**src/rtl/hack_run_ctrl.sv**
```systemverilog
// hack_run_ctrl
// Run/halt/single-step controller for the HACK CPU. From one free-running
// clock it produces the CPU reset and the datapath clock enable. With it the
// CPU can be halted, single-stepped from a debounced push button, or stopped
// on a program-counter breakpoint. It also counts executed instructions for
// the display.
//
// Ports
//   i_clk         system clock (16 MHz); all state changes on its rising edge
//   i_rst_n       asynchronous active-low reset
//   i_run_req     level: 1 = free run, 0 = halt (already synchronous)
//   i_rst_req     single-cycle soft-reset request, re-enters power-on reset
//   i_step_btn    raw asynchronous active-high step button
//   i_bp_en       breakpoint enable
//   i_bp_addr     breakpoint instruction address
//   i_pc          current CPU program counter
//   o_cpu_rst     reset to the CPU
//   o_cpu_ce      CPU clock enable (combinational)
//   o_halted      1 while halted
//   o_bp_hit      sticky flag, set when the breakpoint stopped a run
//   o_insn_count  executed-instruction counter, wraps at 16 bits

module hack_run_ctrl #(
    parameter int PC_WIDTH        = 15,
    parameter int POR_CYCLES      = 16,
    parameter int DEBOUNCE_CYCLES = 16000
) (
    input  logic                i_clk,
    input  logic                i_rst_n,
    input  logic                i_run_req,
    input  logic                i_rst_req,
    input  logic                i_step_btn,
    input  logic                i_bp_en,
    input  logic [PC_WIDTH-1:0] i_bp_addr,
    input  logic [PC_WIDTH-1:0] i_pc,
    output logic                o_cpu_rst,
    output logic                o_cpu_ce,
    output logic                o_halted,
    output logic                o_bp_hit,
    output logic [15:0]         o_insn_count
);

    localparam int POR_W = (POR_CYCLES > 1) ? $clog2(POR_CYCLES) : 1;
    localparam int DB_W  = (DEBOUNCE_CYCLES > 1) ? $clog2(DEBOUNCE_CYCLES) : 1;
    localparam logic [POR_W-1:0] POR_LAST = POR_W'(POR_CYCLES - 1);
    localparam logic [DB_W-1:0]  DB_LAST  = DB_W'(DEBOUNCE_CYCLES - 1);

    typedef enum logic [1:0] {
        ST_POR  = 2'd0,
        ST_HALT = 2'd1,
        ST_STEP = 2'd2,
        ST_RUN  = 2'd3
    } ctrlState_e;

    ctrlState_e        r_state;
    ctrlState_e        w_nextState;
    logic [POR_W-1:0]  r_porCnt;
    logic              r_cpuRst;
    logic              r_halted;
    logic              r_bpHit;
    logic              r_bpArmed;
    logic [15:0]       r_insnCount;

    logic              r_sync1;
    logic              r_sync2;
    logic              r_dbLevel;
    logic              r_dbLevelQ;
    logic [DB_W-1:0]   r_dbCnt;

    logic              w_stepPulse;
    logic              w_bpMatch;
    logic              w_cpuCe;
    logic              w_setBpHit;

    // The step button is brought into the clock domain through two flops and
    // then debounced: the counter only runs while the synchronized input
    // disagrees with the accepted level, and the level flips once the
    // disagreement has lasted DEBOUNCE_CYCLES samples. Any bounce shorter
    // than that reloads the counter and is forgotten.
    always_ff @(posedge i_clk or negedge i_rst_n) begin
        if (!i_rst_n) begin
            r_sync1    <= 1'b0;
            r_sync2    <= 1'b0;
            r_dbLevel  <= 1'b0;
            r_dbLevelQ <= 1'b0;
            r_dbCnt    <= '0;
        end else begin
            r_sync1    <= i_step_btn;
            r_sync2    <= r_sync1;
            r_dbLevelQ <= r_dbLevel;
            if (r_sync2 == r_dbLevel) begin
                r_dbCnt <= '0;
            end else if (r_dbCnt == DB_LAST) begin
                r_dbLevel <= ~r_dbLevel;
                r_dbCnt   <= '0;
            end else begin
                r_dbCnt <= r_dbCnt + DB_W'(1);
            end
        end
    end

    // One pulse per accepted press (rising edge of the debounced level).
    // Only HALT listens to it, so presses seen in other states are dropped.
    assign w_stepPulse = r_dbLevel & ~r_dbLevelQ;

    // The breakpoint only counts once armed, which lets a resume that starts
    // sitting on the breakpoint address execute that instruction first.
    assign w_bpMatch = i_bp_en && r_bpArmed && (i_pc == i_bp_addr);

    // Next-state and clock-enable decode. In RUN the enable drops in the very
    // cycle a breakpoint matches or run is withdrawn, so the instruction at
    // the breakpoint is never executed before the stop. A soft-reset request
    // overrides every other transition.
    always_comb begin
        w_nextState = r_state;
        w_cpuCe     = 1'b0;
        w_setBpHit  = 1'b0;
        case (r_state)
            ST_POR: begin
                w_cpuCe = 1'b1;
                if (r_porCnt == POR_LAST) begin
                    w_nextState = ST_HALT;
                end
            end
            ST_HALT: begin
                if (i_run_req) begin
                    w_nextState = ST_RUN;
                end else if (w_stepPulse) begin
                    w_nextState = ST_STEP;
                end
            end
            ST_STEP: begin
                w_cpuCe     = 1'b1;
                w_nextState = ST_HALT;
            end
            ST_RUN: begin
                w_cpuCe = i_run_req && !w_bpMatch;
                if (w_bpMatch) begin
                    w_nextState = ST_HALT;
                    w_setBpHit  = 1'b1;
                end else if (!i_run_req) begin
                    w_nextState = ST_HALT;
                end
            end
            default: begin
                w_nextState = ST_POR;
            end
        endcase
        if (i_rst_req) begin
            w_nextState = ST_POR;
            w_setBpHit  = 1'b0;
        end
    end

    // State register plus the registered outputs that follow it. The POR
    // counter restarts on a soft reset and idles at zero outside POR. The
    // breakpoint arm and hit flags are both dropped whenever HALT is left,
    // and the arm is set by every cycle spent in RUN.
    always_ff @(posedge i_clk or negedge i_rst_n) begin
        if (!i_rst_n) begin
            r_state     <= ST_POR;
            r_porCnt    <= '0;
            r_cpuRst    <= 1'b1;
            r_halted    <= 1'b0;
            r_bpHit     <= 1'b0;
            r_bpArmed   <= 1'b0;
            r_insnCount <= '0;
        end else begin
            r_state  <= w_nextState;
            r_cpuRst <= (w_nextState == ST_POR);
            r_halted <= (w_nextState == ST_HALT);

            if (i_rst_req || (r_state != ST_POR)) begin
                r_porCnt <= '0;
            end else begin
                r_porCnt <= r_porCnt + POR_W'(1);
            end

            if ((r_state == ST_HALT) && (w_nextState != ST_HALT)) begin
                r_bpArmed <= 1'b0;
                r_bpHit   <= 1'b0;
            end else begin
                if (r_state == ST_RUN) begin
                    r_bpArmed <= 1'b1;
                end
                if (w_setBpHit) begin
                    r_bpHit <= 1'b1;
                end
            end

            if (r_state == ST_POR) begin
                r_insnCount <= '0;
            end else if (w_cpuCe && !r_cpuRst) begin
                r_insnCount <= r_insnCount + 16'd1;
            end
        end
    end

    assign o_cpu_rst    = r_cpuRst;
    assign o_cpu_ce     = w_cpuCe;
    assign o_halted     = r_halted;
    assign o_bp_hit     = r_bpHit;
    assign o_insn_count = r_insnCount;

endmodule

```
**config.mk**
```make
export PLATFORM = sky130hd
export DESIGN_NAME = hack_run_ctrl
export DESIGN_NICKNAME = d
export VERILOG_FILES = /design/src/rtl/hack_run_ctrl.sv
export SDC_FILE = /design/constraint.sdc
export NUM_CORES = 1
export LEC_CHECK = 0
export CORE_UTILIZATION = 30
export DETAILED_ROUTE_END_ITERATION = 6
export GPL_TIMING_DRIVEN = 1
export PLACE_DENSITY_LB_ADDON = 0.2
export RECOVER_POWER = 100
export SYNTH_ARGS = -nofsm -noshare
export SYNTH_HDL_FRONTEND = slang
export SYNTH_SLANG_ARGS = --single-unit
```
**constraint.sdc**
```tcl
create_clock -name i_clk -period 2.4 [get_ports i_clk]
set_input_delay 0.24 -clock i_clk [delete_from_list [all_inputs] [get_ports i_clk]]
set_output_delay 0.24 -clock i_clk [all_outputs]
set_load 0.02 [all_outputs]
```
==> flow_summary_export.csv, run 1 <==
group,metric,value,unit
die,placementRows,32,
finish,final_util,41.0,%
critical_path,reg2reg_to,"o_insn_count[11]",
critical_path,r2r_start,"r_state[0]",
timing,maxSlewHeadroom,24.6,%
cts,numCtsBuffers,5,
cts,clk_pin_slew,0.09,ns
yosys,synth_compound_area_share,9.95,%
die,coreArea,7690,sq um
die,start_util,30.7,%
timing,fin_worst_skew,0.00382,ns
drt,viasPerCell,4.75,
grt,antenna_found_initial,0,
finish,fill_cells,798,
grt,grt-busiest-layer,"met2",
grt,grt_pass1_vias,1860,
yosys,synth_xor_area_share,11.1,%
finish,n_antenna_cell,0,
yosys,async_reset_ff_share,100,%
timing,max_slew.worst_pin.slew,1.13,ns
die,boundaryPins,56,
timing,hold_viol_final,0,
timing,final-max-slew-violation-count,0,
die,die_area,8240,sq um
die,die_h,90.8,um
timing,finalCritPeriodShare,90.4,%
grt,overflow,0,
power_and_ir_drop,p_per_area,468,nW/um^2
timing,period_minus_slack,2.17,ns
place,gp_congestion,0.735,
drt,drt_iter0_drc,35,
power_and_ir_drop,p_sw_share,22.8,%
yosys,synth-seq-cells,44,
critical_path,end_kind,"primary output",
yosys,synthTopCellsByArea,"dfrtp_1 (46%), xor2_1 (8.9%), nand3_1 (3.6%)",
critical_path,crit_arrival,1.93,ns
place,port_buffers,55,
critical_path,worstRegToRegCells,6,
finish,fin_area,3150,sq um
cts,cts-root-buf,"clkbuf_8",
yosys,synth_nets,281,
drt,drtPass1Iterations,4,
grt,grt_max_degree,26,
drt,routedWlPerCell,12.8,um
finish,multiInputGateArea,1190,sq um
cts,tritoncts,"built",
yosys,yosys_warnings,0,
timing,timing.fmax,461,MHz
cts,cts_buffer_depth,2,
critical_path,r2r_setup_slack,0.29,ns
place,place_area,3040,sq um
drt,ant_nets,0,
grt,grt_usage,13.3,%
critical_path,crit_required,2.16,ns
worst_hold_path,hold_path.class,"flip-flop to flip-flop",
finish,syn_to_final_growth,33.2,%
yosys,ys.flop_type,"dfrtp_1",
timing,setup_viol,0,
finish,nets,344,
grt,met1_usage,18.6,%
yosys,muxShareOfSynthArea,1.32,%
power_and_ir_drop,p_seq_share,51.6,%
yosys,postSynthAreaPerCell,9.77,sq um
grt,grt_use_met2,20.8,%
yosys,yosysMostFrequentCell,"dfrtp_1",
yosys,synthSimpleGateAreaFrac,26.5,%
yosys,yosys.area_share.adder,1.59,%
power_and_ir_drop,power.switching,0.336,mW
drt,via_count,1937,
grt,gr-usage-met3,2.53,%
yosys,yosysSeqAreaShare,46.6,%
yosys,synth_top_family_by_area,"simple AND/OR/NAND/NOR gates",
yosys,netlist-cell-type-count,46,
yosys,synth_area_leader_cell,"dfrtp_1",
cts,htreeDepth,2,
yosys,netlist_top_cells_count,"dfrtp_1 (43), xor2_1 (24), nand2_1 (22)",
power_and_ir_drop,combPwrFrac,8.4,%
power_and_ir_drop,intPower,1.14,mW
worst_hold_path,hold_start,"r_sync1",
power_and_ir_drop,peakVddDrop,0.211,mV
drt,drt_wl_total,5230,um
worst_hold_path,hold_path_end,"r_sync2",
cts,clock_latency,0.30,ns
drt,drc,0,
critical_path,worst-path-max-fanout,2,
power_and_ir_drop,p_clk_share,40.0,%
yosys,netlist_area,2360,sq um
yosys,synth_enable_flop_cells,0,
yosys,synth_top_area_share,45.5,%
cts,numClockSinks,44,
timing,rsz0062_at_grt,"false",
critical_path,startpoint_type,"input port",
run,drv_cap,0,
place,dp_hpwl,3870,um
finish,seqCellArea,1100,sq um
critical_path,crit_type,"input port to primary output",
grt,grt_pass1_wl,8850,um
worst_hold_path,holdPathStages,0,
outcome,status,"completed",
power_and_ir_drop,p_leak,1.30,nW
die,fp.dieW,90.8,um
yosys,synthCells,242,
finish,drive_above_1_share,7.84,%
state kept, by name, summed over array words and instances, names as in the netlist:
register,cells
r_porCnt,4
r_sync2,1
r_sync1,1
r_dbLevelQ,1
r_dbCnt,14
r_dbLevel,1
r_state,2
r_bpArmed,1
o_insn_count,16
o_cpu_rst,1
o_bp_hit,1
o_halted,1
cell type report:
cell class	instances	share of cell area, %
multi-input cells	186	37.9
flip-flops and latches	44	35.0
repair buffers	63	18.8
well taps	102	4.05
clock buffers	5	2.19
clock inverters	3	1.47
inverters	5	0.596
logic make-up (layout without fill, tap and decap cells):
| logic type | count (synthesis) | in the layout |
|---|---|---|
| AOI/OAI and AO/OA | 39 | 39 |
| and+or+nand+nor | 111 | 111 |
| xor gates and xnor gates | 30 | 30 |
| muxes | 3 | 3 |
| buffers and inverters | 12 | 76 |
| DFF | 44 | 44 |
| adders and majority gates | 3 | 3 |
cells in the final DEF, fill, tap and decap left out, drive strengths merged, types with 3 or more instances in the layout:
cell type and count:
dfrtp 43, clkdlybuf4s50 33, xor2 24, nand2 22, dlygate4sd3 21, nor2 19
nand3 17, o21ai 15, a21oi 10, clkbuf 10, nand4 7, or3 7
xnor2 6, inv 6, and3 6, nor3 5, nor3b 4, nor4 4
and4 4, or2 4, a31oi 3, ha 3, buf 3, and2 3
worst max-delay path, cell delays in order:
cell and delay (ns):
clkdlybuf4s50_1 0.41, xor2_1 0.18, nor4_2 0.33, nand4_1 0.20, a21boi_2 0.19, inv_1 0.06, dlygate4sd2_1 0.32
power by group through the flow:
stage / Combinational (mW) / Sequential (mW) / Clock [mW]
2_1_floorplan: 0.0390 / 0.773 / 0
3_3_place_gp: 0.122 / 0.775 / 0
3_5_place_dp: 0.122 / 0.775 / 0
4_1_cts: 0.128 / 0.760 / 0.610
5_1_grt: 0.140 / 0.762 / 0.643
6_report: 0.124 / 0.760 / 0.590
layer usage:
metal / vias to the layer above / part of all wire [%]
met5: - / 0
met4: 0 / 1.0
met3: 4 / 2.3
met2: 35 / 47
met1: 914 / 50
li1: 984 / -
stage by stage:
stage | TNS (ns) | hold WS (ns) | power (mW) | setup slack (ns) | instances
after floorplan | 0 | -0.0556 | 0.812 | 0.441 | 242
after global placement | -0.0919 | 0.236 | 0.897 | -0.0919 | 399
after detailed placement | -0.100 | 0.234 | 0.897 | -0.100 | 399
after CTS | 0 | 0.360 | 1.50 | 0.215 | 408
after global routing | 0 | 0.377 | 1.55 | 0.0378 | 408
final | 0 | 0.360 | 1.47 | 0.231 | 408
worst max-delay path by stage:
stage,end,start,slack (ns),cells past startpoint
after global routing,o_cpu_ce,i_bp_addr[3],0.04,7
after global placement,o_cpu_ce,i_bp_addr[2],-0.09,7
after CTS,o_cpu_ce,i_bp_addr[2],0.21,7
after detailed placement,o_cpu_ce,i_bp_addr[2],-0.10,7
final,o_cpu_ce,i_bp_addr[2],0.23,7
after floorplan,o_insn_count[8],o_insn_count[1],0.44,7
timing repair:
item | in CTS | in global routing
hold buffers | 1 | 0
setup endpoints to repair | 1 | 0
setup buffers | 0 | 0
endpoints found under the hold margin | 18 | 0
gates resized for setup | 4 | 0
Note: power is estimated with default switching activity, not from simulation.
==> run 2, diff against run 1 <==
--- a/config.mk
+++ b/config.mk
@@ -8,6 +8,7 @@
 export CORE_UTILIZATION = 30
 export DETAILED_ROUTE_END_ITERATION = 6
 export GPL_TIMING_DRIVEN = 1
+export HOLD_SLACK_MARGIN = 0.03
 export PLACE_DENSITY_LB_ADDON = 0.2
 export RECOVER_POWER = 100
 export SYNTH_ARGS = -nofsm -noshare
==> results of run 2 <==
The final DEF is identical to that of run 1; final timing and power are the same.
